===== config.mk =====
export PLATFORM = sky130hd
export DESIGN_NAME = fb_access_sched
export DESIGN_NICKNAME = d
export VERILOG_FILES = /design/src/rtl/fb_access_sched.sv
export SDC_FILE = /design/constraint.sdc
export NUM_CORES = 1
export LEC_CHECK = 0
export ABC_CLOCK_PERIOD_IN_PS = 3900
export BUFFER_PORTS_ARGS = -buffer_cell sky130_fd_sc_hd__buf_2
export CAP_MARGIN = 40
export CORE_MARGIN = 5
export CORE_UTILIZATION = 52
export DETAILED_ROUTE_END_ITERATION = 8
export PLACE_DENSITY = 0.89
export SLEW_MARGIN = 10
export SYNTH_ARGS = -nofsm -noshare
export SYNTH_HDL_FRONTEND = slang
export SYNTH_SLANG_ARGS = --single-unit

===== constraint.sdc =====
create_clock -name clk_100MHz -period 3.9 [get_ports clk_100MHz]
set_clock_uncertainty 0.15 [all_clocks]
set_input_delay 0.39 -clock clk_100MHz [delete_from_list [all_inputs] [get_ports clk_100MHz]]
set_output_delay 0.39 -clock clk_100MHz [all_outputs]
set_load 0.1 [all_outputs]

===== src/rtl/fb_access_sched.sv =====
`default_nettype none
// ============================================================================
//  Module      : fb_access_sched
//  Description : Frame-buffer port scheduler. Time-shares one single-port
//                BRAM between the VGA scan read (p_tick cycles), pen-pixel
//                draw writes and a full-screen clear sweep (other cycles).
//  Revision    : 1.0 - initial release
// ============================================================================
module fb_access_sched #(
    parameter int          HRES       = 160,
    parameter int          VRES       = 120,
    parameter int          SCALE_SH   = 2,
    parameter int          ADDR_W     = 15,
    parameter logic [11:0] RESET_BG   = 12'h000,
    parameter bit          CLR_ON_RST = 1'b1
) (
    input  logic              clk_100MHz,
    input  logic              reset_n,
    input  logic              p_tick,
    input  logic              video_on,
    input  logic [9:0]        scan_x,
    input  logic [9:0]        scan_y,
    input  logic              draw_valid,
    input  logic [7:0]        draw_x,
    input  logic [6:0]        draw_y,
    input  logic [11:0]       draw_rgb,
    output logic              draw_ready,
    input  logic              clr_req,
    input  logic [11:0]       bg_rgb,
    output logic              clr_busy,
    output logic              fb_en,
    output logic              fb_we,
    output logic [ADDR_W-1:0] fb_addr,
    output logic [11:0]       fb_wdata,
    input  logic [11:0]       fb_rdata,
    output logic [11:0]       rgb_out
);

    typedef enum logic [0:0] {
        ST_IDLE  = 1'b0,
        ST_CLEAR = 1'b1
    } state_t;

    localparam state_t             c_rst_state = CLR_ON_RST ? ST_CLEAR : ST_IDLE;
    localparam logic [ADDR_W-1:0]  c_hres      = ADDR_W'(HRES);
    localparam logic [ADDR_W-1:0]  c_last_addr = ADDR_W'(HRES * VRES - 1);

    state_t              r_state;
    logic [ADDR_W-1:0]   r_clr_addr;
    logic [11:0]         r_bg_q;
    logic                r_rd_pend;
    logic                r_von_q;

    logic [ADDR_W-1:0]   w_scan_col;
    logic [ADDR_W-1:0]   w_scan_row;
    logic [ADDR_W-1:0]   w_scan_addr;
    logic                w_draw_in_range;
    logic [ADDR_W-1:0]   w_draw_col;
    logic [ADDR_W-1:0]   w_draw_row;
    logic [ADDR_W-1:0]   w_draw_addr;
    logic                w_xfer;

    // Scan position scaled down to frame-buffer coordinates.
    assign w_scan_col  = ADDR_W'(scan_x >> SCALE_SH);
    assign w_scan_row  = ADDR_W'(scan_y >> SCALE_SH);
    assign w_scan_addr = w_scan_row * c_hres + w_scan_col;

    // Out-of-range draws are zeroed before the multiply so they never alias
    // onto a legal address; they are accepted and dropped.
    assign w_draw_in_range = ({24'd0, draw_x} < 32'(HRES)) && ({25'd0, draw_y} < 32'(VRES));
    assign w_draw_col      = w_draw_in_range ? ADDR_W'(draw_x) : '0;
    assign w_draw_row      = w_draw_in_range ? ADDR_W'(draw_y) : '0;
    assign w_draw_addr     = w_draw_row * c_hres + w_draw_col;

    // Draws are only accepted in IDLE write slots, and never while in reset.
    assign draw_ready = reset_n && (r_state == ST_IDLE) && !p_tick;
    assign w_xfer     = draw_valid && draw_ready;
    assign clr_busy   = (r_state == ST_CLEAR);

    // BRAM port mux: scan read owns p_tick cycles, otherwise clear or draw.
    always_comb begin
        fb_en    = 1'b0;
        fb_we    = 1'b0;
        fb_addr  = '0;
        fb_wdata = '0;
        if (reset_n) begin
            if (p_tick) begin
                fb_en   = video_on;
                fb_addr = w_scan_addr;
            end else if (r_state == ST_CLEAR) begin
                fb_en    = 1'b1;
                fb_we    = 1'b1;
                fb_addr  = r_clr_addr;
                fb_wdata = r_bg_q;
            end else if (w_xfer && w_draw_in_range) begin
                fb_en    = 1'b1;
                fb_we    = 1'b1;
                fb_addr  = w_draw_addr;
                fb_wdata = draw_rgb;
            end
        end
    end

    // Clear sequencer: IDLE waits for clr_req, CLEAR sweeps one address per write slot.
    always_ff @(posedge clk_100MHz or negedge reset_n) begin
        if (!reset_n) begin
            r_state    <= c_rst_state;
            r_clr_addr <= '0;
            r_bg_q     <= RESET_BG;
        end else begin
            case (r_state)
                ST_IDLE: begin
                    if (clr_req) begin
                        r_state    <= ST_CLEAR;
                        r_clr_addr <= '0;
                        r_bg_q     <= bg_rgb;
                    end
                end
                ST_CLEAR: begin
                    if (!p_tick) begin
                        if (r_clr_addr == c_last_addr) begin
                            r_state    <= ST_IDLE;
                            r_clr_addr <= '0;
                        end else begin
                            r_clr_addr <= r_clr_addr + 1'b1;
                        end
                    end
                end
                default: begin
                    r_state    <= ST_IDLE;
                    r_clr_addr <= '0;
                end
            endcase
        end
    end

    // Read pipeline: capture video_on with the read slot, load the pixel once
    // the BRAM data arrives one cycle later.
    always_ff @(posedge clk_100MHz or negedge reset_n) begin
        if (!reset_n) begin
            r_rd_pend <= 1'b0;
            r_von_q   <= 1'b0;
            rgb_out   <= 12'h000;
        end else begin
            r_rd_pend <= p_tick;
            if (p_tick) begin
                r_von_q <= video_on;
            end
            if (r_rd_pend) begin
                rgb_out <= r_von_q ? fb_rdata : 12'h000;
            end
        end
    end

endmodule
`default_nettype wire

==> flow_summary.ini, run 1 <==
[yosys]
synth_edf_count = 0
synthCells = 423
yosysSeqAreaShare_pct = 29.1
syn_area_per_cell_um2 = 8.54
synth_commonest_cells = dfrtp_1, nor2_1, o21ai_0
synthArstFlopShare_pct = 100
yosysTopAreaCellShare_pct = 28.4
yosysUniqueCellTypes = 68
synth_area_leaders = dfrtp_1, ha_1, nor2_1
synth_nets = 528
ys.flop_type = dfrtp_1
synth_largest_area_cell = dfrtp_1
syn_area_mm2 = 0.00361
ys_ff_latch = 42
yosys_warnings = 0

[worst_setup_path]
cp_max_fo = 8
end_kind = primary output
arrival_ps = 3400
worstSetupPathType = input port to primary output
r2r_slack_ps = 1200
r2r_end = r_clr_addr[6]
reg2reg_from = r_clr_addr[0]
critPathLaunchType = input port
critPathRequiredTime_ps = 3360
ff2ff_path_depth = 8

[layout]
register_area_mm2 = 0.00105
multi_input_area_mm2 = 0.00254
fillers = 466
drive_above_1_share_pct = 40.1
final_nets = 650
diodes = 0
syn2layout_area_growth_pct = 33.6

[timing]
rsz0062_at_grt = yes
setup_slack_ps = -38.8
max_freq_ghz = 0.254
hold_viol = 0
min_period_ps = 3940
setup_viol = 2
holdWs_ps = 32.1
slew_viol_final = 0
fin_crit_sh_pct = 101
worstMarginPinSlew_ps = 837
tns_ps = -41.2
relSlewSlack_pct = 44.1

[power_and_ir_drop]
leakagePower_nw = 2.20
irDropWorstVdd_uv = 295
power_mw = 1.56
p_per_area_mw_per_mm2 = 324

[global_route]
grt_max_degree = 47
overflow = 0
grt_pass1_wl_um = 17300
grt_pass1_vias = 3660
gr-usage-all-layers_pct = 24.4
antenna_found_initial = 0

[die]
io_pins = 120
dieHeight_um = 93.3
die_w_um = 93.3
start_util_pct = 53.1
fp.coreArea_mm2 = 0.00679
dieArea_mm2 = 0.00871
fp-row-count = 30

[place]
dp_worst_setup_slack_ps = -150
place.gp.congestion = 0.916
hpwl_um = 8200
port-buffer-count = 115

[clocking]
clk_latency_ps = 290
cts_made_buffers = 5
clk_path_buf_depth = 2
htree_num_levels = 2
cts_hold_buf = 0
cts-root-buf = clkbuf_8
clock-sinks = 42
cts_tree = done
clk_pin_slew_ps = 90

[route]
met2WireLength_um = 5750
initialDrtViolationCount = 365
highest_layer = met4
wl_per_cell_um = 17.6
avgViaCountPerCell = 5.98
dr.pass1.iters = 5
met1_length_um = 4310
wl_met3_um = 887
drc_errors = 0
ant_nets = 0
vias = 3841
routed_wl_um = 11300

[status]
outcome = finished with violations
violations = negative setup slack

[hold_path]
hold_path.class = input port to async pin

[run]
drv_cap = 0
==> per-layer routing <==
layer  vias up  global-route usage (%)
li1       1781                       -
met1      1798                    30.1
met2       216                    42.7
met3        46                    5.39
met4         0                    6.72
met5         -                       0
==> where the power goes <==
group          total, mW  switching [mW]  leakage, nW  internal (mW)
combinational      0.763           0.504         1.61          0.259
clock              0.287           0.161       0.0441          0.126
sequential         0.514          0.0386        0.544          0.476
==> logic make-up after synthesis <==
group / Yosys count / synth area share [%]
AND/OR/NAND/NOR: 142 / 21.2
AO/OA/AOI/OAI: 121 / 21.9
buffers and inverters: 52 / 6.69
flip-flops: 42 / 29.1
adder cells (fa/ha/maj): 29 / 10.6
XOR/XNOR: 23 / 6.10
multiplexers: 14 / 4.33
==> registers in the layout, summed over array words and instances (netlist names) <==
| name | cells |
|---|---|
| rgb_out | 12 |
| clr_busy | 1 |
| r_bg_q | 12 |
| r_von_q | 1 |
| r_rd_pend | 1 |
| r_clr_addr | 15 |
==> cell type report <==
cell class	instances	area share, %
Sequential cell	42	21.8
Inverter	29	2.26
Timing Repair Buffer	138	19.0
Tap cell	96	2.49
Clock buffer	5	1.43
Multi-Input combinational cell	329	52.6
Clock inverter	3	0.441
==> what timing repair did <==
item	in CTS	in global routing
buffers inserted	3	3
resized for setup	4	21
pin swaps	6	3
setup endpoints to repair	2	3
==> cell usage in the layout (no fill, tap or decap), types with 6 or more instances in the layout <==
master | synthesis | final
o21ai_0 | 30 | 25
xnor2_1 | 16 | 15
o31ai_1 | 6 | 6
a221oi_1 | 7 | 6
nand3_1 | 25 | 24
o21ai_1 | 13 | 16
buf_4 | 2 | 22
a22oi_1 | 12 | 12
and3_1 | 18 | 17
a21oi_1 | 23 | 19
buf_12 | 0 | 10
nor2_2 | 1 | 13
buf_2 | 3 | 102
dfrtp_1 | 41 | 41
inv_1 | 29 | 28
ha_1 | 25 | 23
nand2_1 | 17 | 16
mux2_2 | 13 | 13
nor2_1 | 41 | 28
==> worst max-delay path by stage <==
stage / from / slack (ps) / end
after floorplan: draw_y[4] / -580 / fb_addr[12]
after global placement: draw_x[6] / 9 / fb_addr[14]
after detailed placement: draw_x[6] / -150 / fb_addr[14]
after CTS: draw_x[5] / -40 / fb_addr[14]
after global routing: draw_x[6] / -180 / fb_addr[14]
final: draw_x[6] / -40 / fb_addr[14]
==> critical path: stages <==
cell	delay, ps
buf_2	120
o21ai_4	150
and2_4	170
buf_4	160
nand2_1	140
fa_2	460
xor2_2	180
or3b_4	410
nor3_4	150
nand3_1	100
or4_4	440
a221oi_4	300
buf_12	210
==> per-stage QoR <==
step | std cells | utilization (%) | area [um2]
6_report | 642 | 71.0 | 4830
5_1_grt | 642 | 71.0 | 4830
4_1_cts | 639 | 69.3 | 4710
3_5_place_dp | 628 | 67.3 | 4580
3_3_place_gp | 626 | 67.1 | 4560
2_1_floorplan | 423 | - | 3730
Note: power is estimated with default switching activity, not from simulation.
==> inputs of run 2 (changes only) <==
- CORE_UTILIZATION: 52 -> 45
- PLACE_DENSITY: 0.89 -> 0.79
==> flow_summary.ini, run 2 (synthesized netlist as in run 1, its figures left out) <==
[worst_setup_path]
ff2ff_path_depth = 7
critPathLaunchType = input port
cp_max_fo = 4
r2r_end = r_clr_addr[14]
end_kind = primary output
cp-startpoint = draw_x[6]
r2r_slack_ps = 1000
worst_path_max_delay_cell = or3b_4
reg2reg_from = r_clr_addr[0]
arrival_ps = 3360
max_stage_delay_ps = 440
worstSetupPathType = input port to primary output
crit_chain = buf_8, o21ai_4, buf_6, nand2_2, nor2_4, ha_4, inv_2, fa_2, xor2_2, or3b_4, nor3_4, nand3_1, or4_4, a221oi_4, buf_12
critPathRequiredTime_ps = 3360
endpoint = fb_addr[14]

[die]
die_w_um = 99.6
dieArea_mm2 = 0.00992
dieHeight_um = 99.6
fp-row-count = 32
fp.coreArea_mm2 = 0.00777
io_pins = 120
start_util_pct = 46.5

[global_route]
grt_pass1_wl_um = 16900
grt_max_degree = 47
overflow = 0
antenna_found_initial = 0
grt_pass1_vias = 3553
gr-usage-all-layers_pct = 20.7

[timing]
rsz0062_at_grt = yes
setup_slack_ps = -2.48
hold_viol = 0
max_freq_ghz = 0.256
relSlewSlack_pct = 37.1
min_period_ps = 3900
worstMarginPinSlew_ps = 943
slew_viol_final = 0
tns_ps = -2.48
setup_viol = 1
fin_crit_sh_pct = 100

[route]
initialDrtViolationCount = 307
dr.pass1.iters = 5
drc_errors = 0
avgViaCountPerCell = 5.71
wl_per_cell_um = 16.6
ant_nets = 0
vias = 3705
routed_wl_um = 10800

[clocking]
cts_hold_buf = 0
clk_path_buf_depth = 2
cts-root-buf = clkbuf_8
clk_latency_ps = 300
clock-sinks = 42
htree_num_levels = 2
clk_pin_slew_ps = 80
cts_made_buffers = 5
cts_tree = done

[power_and_ir_drop]
p_int_mw = 0.867
p_comb_share_pct = 49.1
p_per_area_mw_per_mm2 = 319
switching_share_pct = 44.3
leakagePower_nw = 2.21
switchingPower_mw = 0.689
clkPwrFrac_pct = 18.0
irDropWorstVdd_uv = 269
pwr-share-seq_pct = 32.9

[place]
place.gp.congestion = 0.878
dp_worst_setup_slack_ps = -93.4
dpl_cell_area_mm2 = 0.00464
port-buffer-count = 115
hpwl_um = 8260
place_inst = 636

[layout]
largest_reg_flops = 15
design_area_mm2 = 0.00488
final_common_cell = buf_2
largest-register = r_clr_addr
fillers = 650
syn2layout_area_growth_pct = 35.1
final_nets = 651
diodes = 0
drive_above_1_share_pct = 39.5
final_cells = 649
final_cell_mix = buf_2, dfrtp_1, inv_1, nor2_1
reg_top3 = r_clr_addr (15), r_bg_q (12), rgb_out (12)

[status]
violations = negative setup slack
outcome = finished with violations

[run]
drv_cap = 0

[hold_path]
hold_path.class = input port to async pin
[run 2: changes by cell type in the layout (fill, tap and decap cells not counted), sizes merged]
cell,before,now
buf,137,139
clkinvlp,1,0
[run 2: power groups by stage]
stage | Clock [mW] | Combinational, mW | Sequential (mW)
6_report | 0.280 | 0.764 | 0.512
4_1_cts | 0.284 | 0.738 | 0.512
5_1_grt | 0.301 | 0.814 | 0.520
3_5_place_dp | 0 | 0.733 | 0.520
2_1_floorplan | 0 | 0.451 | 0.597
3_3_place_gp | 0 | 0.714 | 0.518
[run 2: timing repair]
| action | 4_1_cts | 5_1_grt |
|---|---|---|
| pin swaps | 1 | 6 |
| buffers inserted | 0 | 5 |
| gates resized for setup | 3 | 19 |
| endpoints found under the setup margin | 3 | 3 |
[run 2: worst max-delay path: cells and delay by family]
kind	cells	cell delay, ps
AO/OA/AOI/OAI	2	450
AND/OR/NAND/NOR	6	1320
XOR/XNOR	1	200
adder cells (fa/ha/maj)	2	520
buffers and inverters	4	480
[run 2: worst min path at each step]
stage | start | end | slack [ps] | cells past startpoint
6_report | reset_n | rgb_out[10] | 40 | 2
2_1_floorplan | reset_n | r_bg_q[0] | -60 | 0
5_1_grt | reset_n | r_clr_addr[1] | 100 | 2
3_3_place_gp | r_bg_q[11] | r_bg_q[11] | 340 | 1
3_5_place_dp | r_bg_q[5] | r_bg_q[5] | 350 | 1
4_1_cts | reset_n | rgb_out[8] | 50 | 2
[run 2: per-stage QoR]
stage,utilization [%],hold slack (ps),power (mW)
global route,62.8,98.1,1.64
CTS,61.1,46.3,1.53
floorplan,-,-55.6,1.05
finish,62.8,35.7,1.56
global placement,59.6,343,1.23
detailed placement,59.8,352,1.25
[run 2: layout make-up]
class	count	area, um2	area share, %
Timing Repair Buffer	139	971	19.9
Tap cell	102	128	2.62
Clock inverter	2	13.8	0.282
Clock buffer	6	72.6	1.49
Sequential cell	42	1050	21.6
Multi-Input combinational cell	329	2530	51.9
Inverter	29	109	2.23
[run 2: per-layer routing]
metal	track usage, %	routed length [um]	vias to the layer above
met3	3.30	541	21
met1	26.2	4460	1767
li1	-	-	1789
met5	0	0	-
met2	36.7	5590	128
met4	4.94	186	0
